**config.mk**
```make
export PLATFORM = sky130hd
export DESIGN_NAME = fetch_queue_unit
export DESIGN_NICKNAME = d
export VERILOG_FILES = /design/src/rtl/fetch_pkg.sv /design/src/rtl/fetch_fifo.sv /design/src/rtl/fetch_queue_unit.sv
export SDC_FILE = /design/constraint.sdc
export NUM_CORES = 1
export LEC_CHECK = 0
export CORE_ASPECT_RATIO = 1.2
export CORE_MARGIN = 8
export CORE_UTILIZATION = 35
export CTS_BUF_LIST = sky130_fd_sc_hd__clkbuf_2 sky130_fd_sc_hd__clkbuf_4 sky130_fd_sc_hd__clkbuf_8
export DETAILED_ROUTE_END_ITERATION = 10
export GPL_ROUTABILITY_DRIVEN = 1
export MAX_ROUTING_LAYER = met4
export SETUP_SLACK_MARGIN = 0.15
export SLEW_MARGIN = 20
export SYNTH_ARGS = -nofsm -noshare
export SYNTH_HDL_FRONTEND = slang
export SYNTH_SLANG_ARGS = --single-unit
export TNS_END_PERCENT = 50
```
**constraint.sdc**
```tcl
create_clock -name clk -period 3.2 [get_ports clk]
set_input_delay 0.64 -clock clk [delete_from_list [all_inputs] [get_ports clk]]
set_output_delay 0.64 -clock clk [all_outputs]
set_load 0.02 [all_outputs]
```
**src/rtl/fetch_pkg.sv**
```systemverilog
// Shared types and constants for the instruction-fetch stage.
package fetch_pkg;

   localparam int XLEN = 32;

   localparam logic [31:0] INSTR_NOP     = 32'h0000_0013;
   localparam logic [31:0] ROM_BASE_WORD = 32'hA000_0000;

   typedef struct packed {
      logic [31:0]     instr;
      logic [XLEN-1:0] pc;
   } fetch_entry_t;

   // Built-in ROM image: word i holds ROM_BASE_WORD + i.
   function automatic logic [31:0] rom_word(input logic [31:0] word_idx);
      return ROM_BASE_WORD + word_idx;
   endfunction

endpackage

```
**src/rtl/fetch_fifo.sv**
```systemverilog
// Small synchronous FIFO of fetch entries; flush clears it and wins over push/pop.
module fetch_fifo
   import fetch_pkg::*;
#(
   parameter int DEPTH = 4
) (
   input  logic         clk,
   input  logic         reset,
   input  logic         push,
   input  fetch_entry_t push_entry,
   input  logic         pop,
   input  logic         flush,
   output logic         full,
   output logic         empty,
   output fetch_entry_t head
);

   localparam int PTR_W = (DEPTH > 1) ? $clog2(DEPTH) : 1;

   fetch_entry_t     mem_q [DEPTH];
   logic [PTR_W-1:0] wr_ptr_q, wr_ptr_d;
   logic [PTR_W-1:0] rd_ptr_q, rd_ptr_d;
   logic [PTR_W:0]   count_q, count_d;
   logic             do_push, do_pop;

   assign full  = (count_q == (PTR_W+1)'(DEPTH));
   assign empty = (count_q == '0);
   assign head  = mem_q[rd_ptr_q];

   always_comb begin
      do_pop   = pop & ~empty & ~flush;
      do_push  = push & (~full | do_pop) & ~flush;
      wr_ptr_d = wr_ptr_q;
      rd_ptr_d = rd_ptr_q;
      count_d  = count_q;
      if (flush) begin
         wr_ptr_d = '0;
         rd_ptr_d = '0;
         count_d  = '0;
      end else begin
         if (do_push) wr_ptr_d = wr_ptr_q + 1'b1;
         if (do_pop)  rd_ptr_d = rd_ptr_q + 1'b1;
         case ({do_push, do_pop})
            2'b10:   count_d = count_q + 1'b1;
            2'b01:   count_d = count_q - 1'b1;
            default: count_d = count_q;
         endcase
      end
   end

   always_ff @(posedge clk) begin
      if (reset) begin
         wr_ptr_q <= '0;
         rd_ptr_q <= '0;
         count_q  <= '0;
      end else begin
         wr_ptr_q <= wr_ptr_d;
         rd_ptr_q <= rd_ptr_d;
         count_q  <= count_d;
      end
   end

   // Storage needs no reset; contents are only observed behind count_q.
   always_ff @(posedge clk) begin
      if (!reset && do_push) mem_q[wr_ptr_q] <= push_entry;
   end

endmodule

```
**src/rtl/fetch_queue_unit.sv**
```systemverilog
// Fetch engine: PC register, instruction ROM, decoupling queue toward decode, redirect handling.
module fetch_queue_unit
   import fetch_pkg::*;
#(
   parameter int              XLEN        = fetch_pkg::XLEN,
   parameter int              IMEM_DEPTH  = 64,
   parameter int              QUEUE_DEPTH = 4,
   parameter logic [XLEN-1:0] RESET_PC    = '0,
   parameter string           MEM_FILE    = "instr.mem"
) (
   input  logic            clk,
   input  logic            reset,
   input  logic            Redirect,
   input  logic [XLEN-1:0] RedirectAddr,
   input  logic            Instr_ready,
   output logic            Instr_valid,
   output logic [31:0]     Instr,
   output logic [XLEN-1:0] PC_current,
   output logic [XLEN-1:0] PC_add4,
   output logic [15:0]     Redirect_count
);

   localparam int IDX_W = $clog2(IMEM_DEPTH);

   // ROM image comes from rom_word(); the file name is kept so file-loaded builds share this port map.
   localparam bit unused_mem_file = (MEM_FILE != "");

   logic [XLEN-1:0]  fetch_pc_q, fetch_pc_d;
   logic [15:0]      redirect_count_q, redirect_count_d;
   logic [IDX_W-1:0] rom_idx;
   logic [31:0]      rom_instr;
   logic             fifo_push, fifo_pop, fifo_full, fifo_empty;
   fetch_entry_t     push_entry, fifo_head;
   logic             unused_redirect_lsb;

   assign unused_redirect_lsb = ^RedirectAddr[1:0];

   assign rom_idx   = fetch_pc_q[IDX_W+1:2];
   assign rom_instr = rom_word({{(32-IDX_W){1'b0}}, rom_idx});

   always_comb begin
      fifo_pop         = ~fifo_empty & Instr_ready & ~Redirect;
      fifo_push        = ~Redirect & (~fifo_full | fifo_pop);
      push_entry.instr = rom_instr;
      push_entry.pc    = fetch_pc_q;
      fetch_pc_d       = fetch_pc_q;
      redirect_count_d = redirect_count_q;
      if (Redirect) begin
         fetch_pc_d = {RedirectAddr[XLEN-1:2], 2'b00};
         if (redirect_count_q != 16'hFFFF) redirect_count_d = redirect_count_q + 16'd1;
      end else if (fifo_push) begin
         fetch_pc_d = fetch_pc_q + XLEN'(4);
      end
   end

   always_ff @(posedge clk) begin
      if (reset) begin
         fetch_pc_q       <= RESET_PC;
         redirect_count_q <= '0;
      end else begin
         fetch_pc_q       <= fetch_pc_d;
         redirect_count_q <= redirect_count_d;
      end
   end

   fetch_fifo #(
      .DEPTH (QUEUE_DEPTH)
   ) u_fifo (
      .clk        (clk),
      .reset      (reset),
      .push       (fifo_push),
      .push_entry (push_entry),
      .pop        (fifo_pop),
      .flush      (Redirect),
      .full       (fifo_full),
      .empty      (fifo_empty),
      .head       (fifo_head)
   );

   // Head outputs are forced to zero while the queue is empty rather than showing stale data.
   assign Instr_valid    = ~fifo_empty;
   assign Instr          = fifo_empty ? 32'd0 : fifo_head.instr;
   assign PC_current     = fifo_empty ? '0 : fifo_head.pc;
   assign PC_add4        = fifo_empty ? '0 : fifo_head.pc + XLEN'(4);
   assign Redirect_count = redirect_count_q;

endmodule

```
==> metrics.md <==
| Metric | Value |
|---|---|
| Die X | `159 um` |
| R2R depth | `5` |
| Final ANT Viol Nets | `0` |
| Die area | `29600 sq um` |
| Post-layout util | `a little under half` |
| Crit-path max FO | `10` |
| Crit path required time | `2.56 ns` |
| PD cells | `between 400 and 500 nW/um^2` |
| Diodes inserted | `0` |
| Peak Freq | `about 280 MHz` |
| WP data arrival | `2.93 ns` |
| Clock buffer depth | `2` |
| WHS Path Cells | `2` |
| Drt drc | `0` |
| Post-Synthesis Cell Area | `8530 sq um` |
| Via Count | `6004` |
| Largest net degree at the start of global routing | `49` |
| First-pass GRT wire length | `32100 um` |
| Avg Inst Size Synth | `12.1 sq um` |
| Clk Tree Root Cell | `clkbuf_8` |
| Reg2reg start | `fetch_pc_q[13]` |
| Worst path top cell family by delay | `simple AND/OR/NAND/NOR gates` |
| Status | `complete, but fails checks` |
| Hold crit path type | `reg -> reg` |
| Slowest stage delay, CP | `between 0.5 and 0.6 ns` |
| PortBufs | `118` |
| Worst setup SP type | `flip-flop` |
| Final nets | `943` |
| GR Util All Layers | `roughly 14%` |
| Worst Tran Pin Value | `0.535 ns` |
| Register area share after synthesis | `around 55%` |
| HPWL after detailed placement | `14400 um` |
| Post-Route WL | `20300 um` |
| H-tree Lvls | `4` |
| CTS buffer count | `17` |
| Gpl congestion | `0.826` |
| Min Hold Slack | `0.497 ns` |
| Most used cell along the critical path | `or4_4` |
| Slowest cell on crit path | `or4_4` |
| Slew headroom | `64.3%` |
| MaxCap Viol Count | `0` |
| Final Hold Viols | `0` |
| CP Class | `reg -> out` |
| Most frequent cells in the layout | `edfxtp_1 (120), buf_4 (96), nor2_1 (61), dfxtp_1 (53), clkdlybuf4s50_1 (48)` |
| Main flop type after synthesis | `edfxtp_1` |
| Post-synth EDFFs | `120` |
| Clock Skews | `0.0122 ns` |
| Starting Density | `a little over a third` |
| Hold Crit Start | `u_fifo.wr_ptr_q[1]` |
| Worst R2R End | `fetch_pc_q[30]` |
| P_leak | `0.00404 uW` |
| CP cell instances | `buf_12, mux4_2, nand4_1, buf_4, or4_4, or4_4, a21oi_2, buf_6` |
| WL/cell | `16.5 um` |
| Setup slack, reg-to-reg | `0.76 ns` |
| Core area | `24000 sq um` |
| Initial antenna violation count | `0` |
| Crit. path cell count | `8` |
| Die height | `187 um` |
| Grt total ovfl | `0` |
| Power, Total | `4570 uW` |
| Clock transition at the registers of the reported paths | `about 0.1 ns` |
| P&R area growth vs syn | `29.4%` |
| Commonest non-fill, non-tap cell in the layout | `edfxtp_1` |
| Max VDD drop | `between 0.15 and 0.2 mV` |
| Initial DRC Count | `about 230` |
| Vias in the first global route | `about 6100` |
| Sw Ratio | `27.7%` |
| Period minus WS final | `roughly 3.6 ns` |
| Seq pwr share | `55.8%` |
| Buf/Inv on CP | `3` |
| Worst Hold End | `u_fifo.wr_ptr_q[1]` |
| RSZ-0062 raised after global routing | `yes` |
| Clk sink count | `175` |
| Ratio of cells with drive above 1 in the final layout | `25.7%` |
| Period utilization | `112%` |
| DR vias/cell | `4.88` |
| Clk pwr share | `33.6%` |
| Worst-skew pair later-pin latency | `0.46 ns` |
| Critical path capture point type | `primary output` |
| Yosys cell types | `50` |
| Cell Rows | `62` |
| # IOs | `149` |
| Net Sw Power | `approximately 1300 uW` |
| TritonCTS clock tree | `built` |
| Combinational share of power | `around a tenth` |
| Setup ws final | `-0.371 ns` |
| Yosys warns | `0` |
| Failing checks | `setup timing` |
| DP Area | `10500 sq um` |
| Finish-stage setup viols | `20` |
| Synthesis-stage register bit count | `175` |
| FFs w/ async S/R, synth | `0%` |
| Synth Instances | `705` |
| Design Area, Final | `11000 sq um` |
| DRT Pass-1 Iters | `4` |
| Internal power | `3310 uW` |
| Max-slew violations | `0` |
## power groups by stage
stage / combinational (uW) / clock [uW] / sequential (uW)
finish: 487 / 1530 / 2550
global route: 532 / 1660 / 2560
CTS: 490 / 1570 / 2550
detailed placement: 496 / 0 / 2600
global placement: 491 / 0 / 2600
floorplan: 300 / 0 / 2580
## Yosys cell counts, drive strengths merged, types with 20 or more instances
master / count / area [sq um]
edfxtp: 120 / 3600
nor2: 61 / 229
dfxtp: 55 / 1100
buf: 50 / 369
nand2: 40 / 150
and2: 34 / 213
mux4: 30 / 724
xnor2: 29 / 254
a211oi: 26 / 195
a21oi: 25 / 125
clkbuf: 23 / 86.3
inv: 20 / 75.1
## registers in the layout (all words and copies together), names as in the netlist, named ones only
name             cells
u_fifo.count_q       3
Redirect_count      16
u_fifo.rd_ptr_q      2
fetch_pc_q          30
u_fifo.wr_ptr_q      2
u_fifo.mem_q       120
## cell families after synthesis
logic type	synth area share (%)
multiplexers	9.87
AND/OR/NAND/NOR	15.5
flip-flops	55.1
other	0.0440
XOR/XNOR	4.41
adder cells (fa/ha/maj)	1.47
buffers and inverters	6.22
AO/OA/AOI/OAI	7.38
## metal layers
| metal | global-route usage [%] | wire (um) |
|---|---|---|
| met5 | - | 0 |
| met4 | 5.05 | 488 |
| met3 | 3.44 | 1380 |
| met2 | 23.0 | 9630 |
| met1 | 16.9 | 8800 |
## cell type report
| class | count | area (sq um) |
|---|---|---|
| fill | 2203 | 12900 |
| sequential | 175 | 4710 |
| multi-input combinational | 465 | 3500 |
| timing repair buffer | 218 | 1940 |
| tap | 320 | 400 |
| clock buffer | 17 | 234 |
| clock inverter | 15 | 178 |
| inverter | 20 | 75.1 |
## worst min-delay path, cell delays in order, from the launching register on
cell	delay, ns
dfxtp_1	0.35
nand2_1	0.06
a21oi_1	0.05
## repair_timing
action,CTS,global route
setup endpoints to repair,68,40
pin swaps,19,7
buffers inserted,12,2
gates cloned,1,0
hold buffers,0,0
gates resized for setup,235,31
## how the worst max path moves through the flow
stage                        endpoint  slack, ns
after CTS                 PC_add4[25]      -0.38
after detailed placement  PC_add4[25]      -0.35
after global routing      PC_add4[25]      -0.50
final                     PC_add4[25]      -0.37
after floorplan           PC_add4[23]       0.13
after global placement    PC_add4[29]      -0.34
## through the flow
step           setup slack [ns]  std cells  TNS [ns]
5_1_grt                  -0.500       1230     -8.32
3_5_place_dp             -0.346       1183     -5.70
4_1_cts                  -0.377       1228     -5.57
2_1_floorplan             0.135        732         0
6_report                 -0.371       1230     -5.27
3_3_place_gp             -0.342       1183     -5.13
Power figures use the tool's default switching activity.
